`config.mk`:
```
export PLATFORM = sky130hd
export DESIGN_NAME = pipe_stage_reg
export DESIGN_NICKNAME = d
export VERILOG_FILES = /design/src/rtl/pipe_stage_reg.sv
export SDC_FILE = /design/constraint.sdc
export NUM_CORES = 1
export LEC_CHECK = 0
export ABC_AREA = 1
export CORE_ASPECT_RATIO = 1.25
export CORE_MARGIN = 2
export CORE_UTILIZATION = 25
export CTS_BUF_LIST = sky130_fd_sc_hd__clkbuf_4 sky130_fd_sc_hd__clkbuf_8 sky130_fd_sc_hd__clkbuf_16
export DETAILED_ROUTE_END_ITERATION = 7
export GPL_ROUTABILITY_DRIVEN = 1
export HOLD_SLACK_MARGIN = 0.02
export SKIP_LAST_GASP = 1
export SLEW_MARGIN = 10
export SYNTH_ARGS = -nofsm -noshare
export SYNTH_HDL_FRONTEND = slang
export SYNTH_SLANG_ARGS = --single-unit
```
`constraint.sdc`:
```
create_clock -name clk_i -period 1.55 [get_ports clk_i]
set_input_delay 0.155 -clock clk_i [delete_from_list [all_inputs] [get_ports clk_i]]
set_output_delay 0.155 -clock clk_i [all_outputs]
set_load 0.02 [all_outputs]
```
`src/rtl/pipe_stage_reg.sv`:
```
// Parametrised inter-stage register carrying a data and a control bundle with valid/ready.
// Latency: 1 cycle from upstream acceptance to out_* when the stage is empty or draining.
// Backpressure: holds stable while out_ready_i=0; ready is combinational, or registered with PIPE_STAGE_SKID_EN.
//
// Build option: define PIPE_STAGE_SKID_EN to add a one-entry skid buffer.
// With the skid buffer, in_ready_o comes from a flop instead of the downstream ready path.
module pipe_stage_reg #(
  parameter int DATA_W = 96,
  parameter int CTRL_W = 8,
  parameter int CNT_W  = 16
) (
  input  logic              clk_i,
  input  logic              rst_n_i,
  input  logic              flush_i,
  input  logic              in_valid_i,
  output logic              in_ready_o,
  input  logic [DATA_W-1:0] in_data_i,
  input  logic [CTRL_W-1:0] in_ctrl_i,
  output logic              out_valid_o,
  input  logic              out_ready_i,
  output logic [DATA_W-1:0] out_data_o,
  output logic [CTRL_W-1:0] out_ctrl_o,
  input  logic              stat_clr_i,
  output logic [CNT_W-1:0]  stall_cnt_o
);

  localparam logic [CNT_W-1:0] CNT_MAX = {CNT_W{1'b1}};
  localparam logic [CNT_W-1:0] CNT_ONE = CNT_W'(1);

  // Main output register
  logic              valid_q, valid_d;
  logic [DATA_W-1:0] data_q,  data_d;
  logic [CTRL_W-1:0] ctrl_q,  ctrl_d;

  // Stall statistics
  logic [CNT_W-1:0]  cnt_q,   cnt_d;

  // Handshake events at the coming edge; an entry offered during flush is consumed and dropped
  logic up_xfer;
  logic dn_xfer;
  logic stalled;

`ifdef PIPE_STAGE_SKID_EN
  // Skid entry, only written while the main register is full and stalled
  logic              skid_valid_q, skid_valid_d;
  logic [DATA_W-1:0] skid_data_q,  skid_data_d;
  logic [CTRL_W-1:0] skid_ctrl_q,  skid_ctrl_d;

  // Ready depends only on skid occupancy, plus the flush override
  assign in_ready_o = flush_i | ~skid_valid_q;
`else
  // Ready when empty or when the held entry leaves this cycle, plus the flush override
  assign in_ready_o = flush_i | ~valid_q | out_ready_i;
`endif

  assign up_xfer = in_valid_i & in_ready_o & ~flush_i;
  assign dn_xfer = valid_q & out_ready_i;
  assign stalled = valid_q & ~out_ready_i;

`ifdef PIPE_STAGE_SKID_EN
  // Next-state for main and skid entries; flush wins over every handshake
  always_comb begin
    valid_d      = valid_q;
    data_d       = data_q;
    ctrl_d       = ctrl_q;
    skid_valid_d = skid_valid_q;
    skid_data_d  = skid_data_q;
    skid_ctrl_d  = skid_ctrl_q;
    if (flush_i) begin
      valid_d      = 1'b0;
      ctrl_d       = '0;
      skid_valid_d = 1'b0;
      skid_ctrl_d  = '0;
    end else if (!valid_q || dn_xfer) begin
      // Main register is free this edge: refill from skid first to keep order
      if (skid_valid_q) begin
        valid_d      = 1'b1;
        data_d       = skid_data_q;
        ctrl_d       = skid_ctrl_q;
        skid_valid_d = 1'b0;
        skid_ctrl_d  = '0;
      end else if (up_xfer) begin
        valid_d = 1'b1;
        data_d  = in_data_i;
        ctrl_d  = in_ctrl_i;
      end else begin
        // Drained with nothing behind it; data is left as-is, control is zeroed
        valid_d = 1'b0;
        ctrl_d  = '0;
      end
    end else if (up_xfer) begin
      // Main register is held by a stall: park the incoming entry in the skid slot
      skid_valid_d = 1'b1;
      skid_data_d  = in_data_i;
      skid_ctrl_d  = in_ctrl_i;
    end
  end
`else
  // Next-state for the main entry; flush wins over every handshake
  always_comb begin
    valid_d = valid_q;
    data_d  = data_q;
    ctrl_d  = ctrl_q;
    if (flush_i) begin
      valid_d = 1'b0;
      ctrl_d  = '0;
    end else if (up_xfer && (!valid_q || dn_xfer)) begin
      valid_d = 1'b1;
      data_d  = in_data_i;
      ctrl_d  = in_ctrl_i;
    end else if (dn_xfer) begin
      // Drained with nothing behind it; data is left as-is, control is zeroed
      valid_d = 1'b0;
      ctrl_d  = '0;
    end
  end
`endif

  // Saturating stall counter; clear beats increment, flush leaves it alone
  always_comb begin
    cnt_d = cnt_q;
    if (stat_clr_i) begin
      cnt_d = '0;
    end else if (stalled && (cnt_q != CNT_MAX)) begin
      cnt_d = cnt_q + CNT_ONE;
    end
  end

  // Main entry and counter state
  always_ff @(posedge clk_i or negedge rst_n_i) begin
    if (!rst_n_i) begin
      valid_q <= 1'b0;
      data_q  <= '0;
      ctrl_q  <= '0;
      cnt_q   <= '0;
    end else begin
      valid_q <= valid_d;
      data_q  <= data_d;
      ctrl_q  <= ctrl_d;
      cnt_q   <= cnt_d;
    end
  end

`ifdef PIPE_STAGE_SKID_EN
  // Skid entry state
  always_ff @(posedge clk_i or negedge rst_n_i) begin
    if (!rst_n_i) begin
      skid_valid_q <= 1'b0;
      skid_data_q  <= '0;
      skid_ctrl_q  <= '0;
    end else begin
      skid_valid_q <= skid_valid_d;
      skid_data_q  <= skid_data_d;
      skid_ctrl_q  <= skid_ctrl_d;
    end
  end
`endif

  assign out_valid_o = valid_q;
  assign out_data_o  = data_q;
  assign out_ctrl_o  = ctrl_q;
  assign stall_cnt_o = cnt_q;

endmodule

```
==> impl_metrics.yaml <==
sta:
  fin_skew_ps: 8.964
  rsz0062_at_grt: "yes"
  fmax_mhz: 665.0
  fin_crit_ps: 1504
  slew_headroom_pct: 73.01
  hold_viol: 0
  slew_viol_final: 0
  tightest_slew_ps: 404.8
  setup_viol_count_final: 0
  finalCritPeriodShare_pct: 97.01
setup_path:
  cpLargestDelayFamily: "buffers and inverters"
  required_ps: 1390
  r2r_end: "stall_cnt_o[6]"
  worstSetupPathType: "reg -> out"
  r2r-start: "stall_cnt_o[1]"
  rr_worst_depth: 10
  crit_buf_inv: 1
  r2r_setup_slack_ps: 80
  cp-end-kind: "primary output"
  arrival_ps: 1350
  cpPeakStageDelay_ps: 610
  start_kind: "register"
  critPathMaxFanout: 2
  slowest_stage: "clkdlybuf4s50_1"
  path_cells: "clkdlybuf4s50_1"
logic_synthesis:
  synth_nets: 504
  synth_cells: 393
  avgSynthCellArea_um2: 12.60
  synth_edf_count: 0
  yosysUniqueCellTypes: 23
  mappedNetlistArea_um2: 4952
  ys_ff_latch: 121
  yosys_warnings: 0
  ys_seq_area_share_pct: 61.14
  synth-main-ff-cell: "dfrtp_1"
  ys_async_sr_fraction_pct: 100.0
layout:
  fin_cells: 948
  multiInputGateArea_um2: 1815
  fillers: 1807
  fin_nets: 781
  area_growth_pct: 74.00
  design_area_um2: 8617
  diodes: 0
  seqCellArea_um2: 3034
  drive_gt1_share_pct: 24.30
placed_design:
  port_buffers: 231
  hpwl_mm: 10.44
  placedCellCount: 903
  gp_congestion: 0.8169
  placed_area_um2: 7811
cts:
  clock_tree.buffer_depth: 2
  numCtsBuffers: 17
  cts.root.buffer_cell: "clkbuf_16"
  cts_tree: "yes"
  clock-sinks: 121
  h-tree-depth: 4
  clk_latency_ps: 410
  clk_pin_slew_ps: 60
die:
  die_area_um2: 20960
  die_w_um: 129.9
  pin_count: 232
  initial_core_util_pct: 25.44
  num_rows: 57
  design.core.area_um2: 19470
  die_h_um: 161.4
grt:
  grt_max_degree: 49
  antenna_found_initial: 0
  track_usage_pct: 13.69
  grt_pass1_wl_mm: 22.00
  grt_overflow: 0
  grt_pass1_vias: 4240
min_path:
  hold_class: "in -> async"
power:
  p_comb_share_pct: 22.8
  ir_drop_v: 0.0006758
  power.share.clock_pct: 40.0
  seq_power_share_pct: 37.2
  p_per_area_nw_per_um2: 1197
  p_leak_nw: 4.338
  p_int_mw: 7.491
  swShare_pct: 27.36
  switchingPower_mw: 2.822
flow_run:
  drv_cap: 0
detailed_routing:
  vias_per_cell: 4.188
  via_count: 3970
  avgRoutedWirePerCell_um: 14.90
  drt_pass1_iterations: 4
  antenna_left: 0
  drc_errors: 0
  drt_wl_total_mm: 14.13
  drtIter0Drc: 170
outcome:
  status: "complete, no violations"
-- power by group through the flow --
| stage | logic, mW | registers [mW] | clock network, mW |
|---|---|---|---|
| after floorplan | 0.512 | 4.47 | 0 |
| after global placement | 2.54 | 3.89 | 0 |
| after detailed placement | 2.57 | 3.91 | 0 |
| after CTS | 2.44 | 3.85 | 4.25 |
| after global routing | 2.49 | 3.90 | 4.43 |
| final | 2.35 | 3.84 | 4.12 |
-- placed cells by master (no fill, tap or decap), drive strengths merged, types with 23 or more instances in the layout --
cell           synthesis  final
buf                   13     41
clkdlybuf4s50          0    109
dfrtp                121    121
dlygate4sd2            0     69
dlymetal6s2s           0     52
inv                   23     23
mux2                  96     96
nand2                 63     63
nand3                 25     25
-- kinds of logic (layout without fill, tap and decap cells) --
| group | after synthesis | after routing | share of synthesized area, % |
|---|---|---|---|
| flip-flops | 121 | 121 | 61.14 |
| AND/OR/NAND/NOR | 118 | 119 | 10.86 |
| multiplexers | 96 | 96 | 21.83 |
| buffers and inverters | 38 | 327 | 3.588 |
| AO/OA/AOI/OAI | 15 | 15 | 1.617 |
| XOR/XNOR | 4 | 4 | 0.7074 |
| adder cells (fa/ha/maj) | 1 | 1 | 0.2526 |
-- repair_timing --
item,in CTS,in global routing
hold buffers,1,0
hold endpoints to repair,42,0
setup endpoints to repair,84,68
pin swaps,5,12
buffers inserted,5,6
gates cloned,1,0
resized for setup,72,60
-- synthesized netlist by cell type (all sizes together) (2+ instances only) --
cell,count,area [um^2]
dfrtp,121,3028
mux2,96,1081
nand2,63,241.5
nand3,25,125.1
inv,23,86.33
nor2,20,106.4
buf,13,83.83
o21ai,10,50.05
nand4,6,37.54
xor2,4,35.03
a21oi,3,15.01
nand3b,3,22.52
clkbuf,2,7.510
o21bai,2,15.01
-- state kept, by name (all words and copies together), names as in the netlist --
signal / count
out_ctrl_o: 8
stall_cnt_o: 16
out_data_o: 96
out_valid_o: 1
-- how the worst max path moves through the flow --
stage	from	endpoint	slack, ps	depth (start not counted)
after floorplan	stall_cnt_o[0]	stall_cnt_o[2]	20	10
after global placement	out_ready_i	out_data_o[18]	-60	6
after detailed placement	flush_i	out_data_o[22]	-100	5
after CTS	out_data_o[89]	out_data_o[89]	0.1	1
after global routing	stall_cnt_o[1]	stall_cnt_o[6]	-30	10
final	out_data_o[18]	out_data_o[18]	50	1
-- layer usage --
metal / global-route usage, % / routed length [um]
met5: 0 / 0
met4: 4.692 / 172
met3: 5.432 / 1067
met2: 24.68 / 7713
met1: 14.29 / 5174
-- per-stage QoR --
| step | total power [mW] | hold slack, ps | utilization, % | setup TNS, ps | worst slack (ps) |
|---|---|---|---|---|---|
| after floorplan | 4.980 | -140.6 | - | 0 | 23.52 |
| after global placement | 6.429 | 123.7 | 40.12 | -4252 | -63.89 |
| after detailed placement | 6.482 | 120.2 | 40.12 | -6810 | -101.2 |
| after CTS | 10.54 | 218.5 | 43.24 | 0 | 0.1139 |
| after global routing | 10.82 | 226.2 | 44.26 | -38.39 | -26.27 |
| final | 10.31 | 213.3 | 44.26 | 0 | 46.33 |
-- cell type report --
class	count	area share, %
timing repair buffer	272	31.68
tap	265	3.848
clock buffer	21	5.503
inverter	23	1.002
multi-input combinational	235	21.07
sequential	121	35.21
clock inverter	11	1.684
No activity file was read; power rests on OpenSTA's default activity.
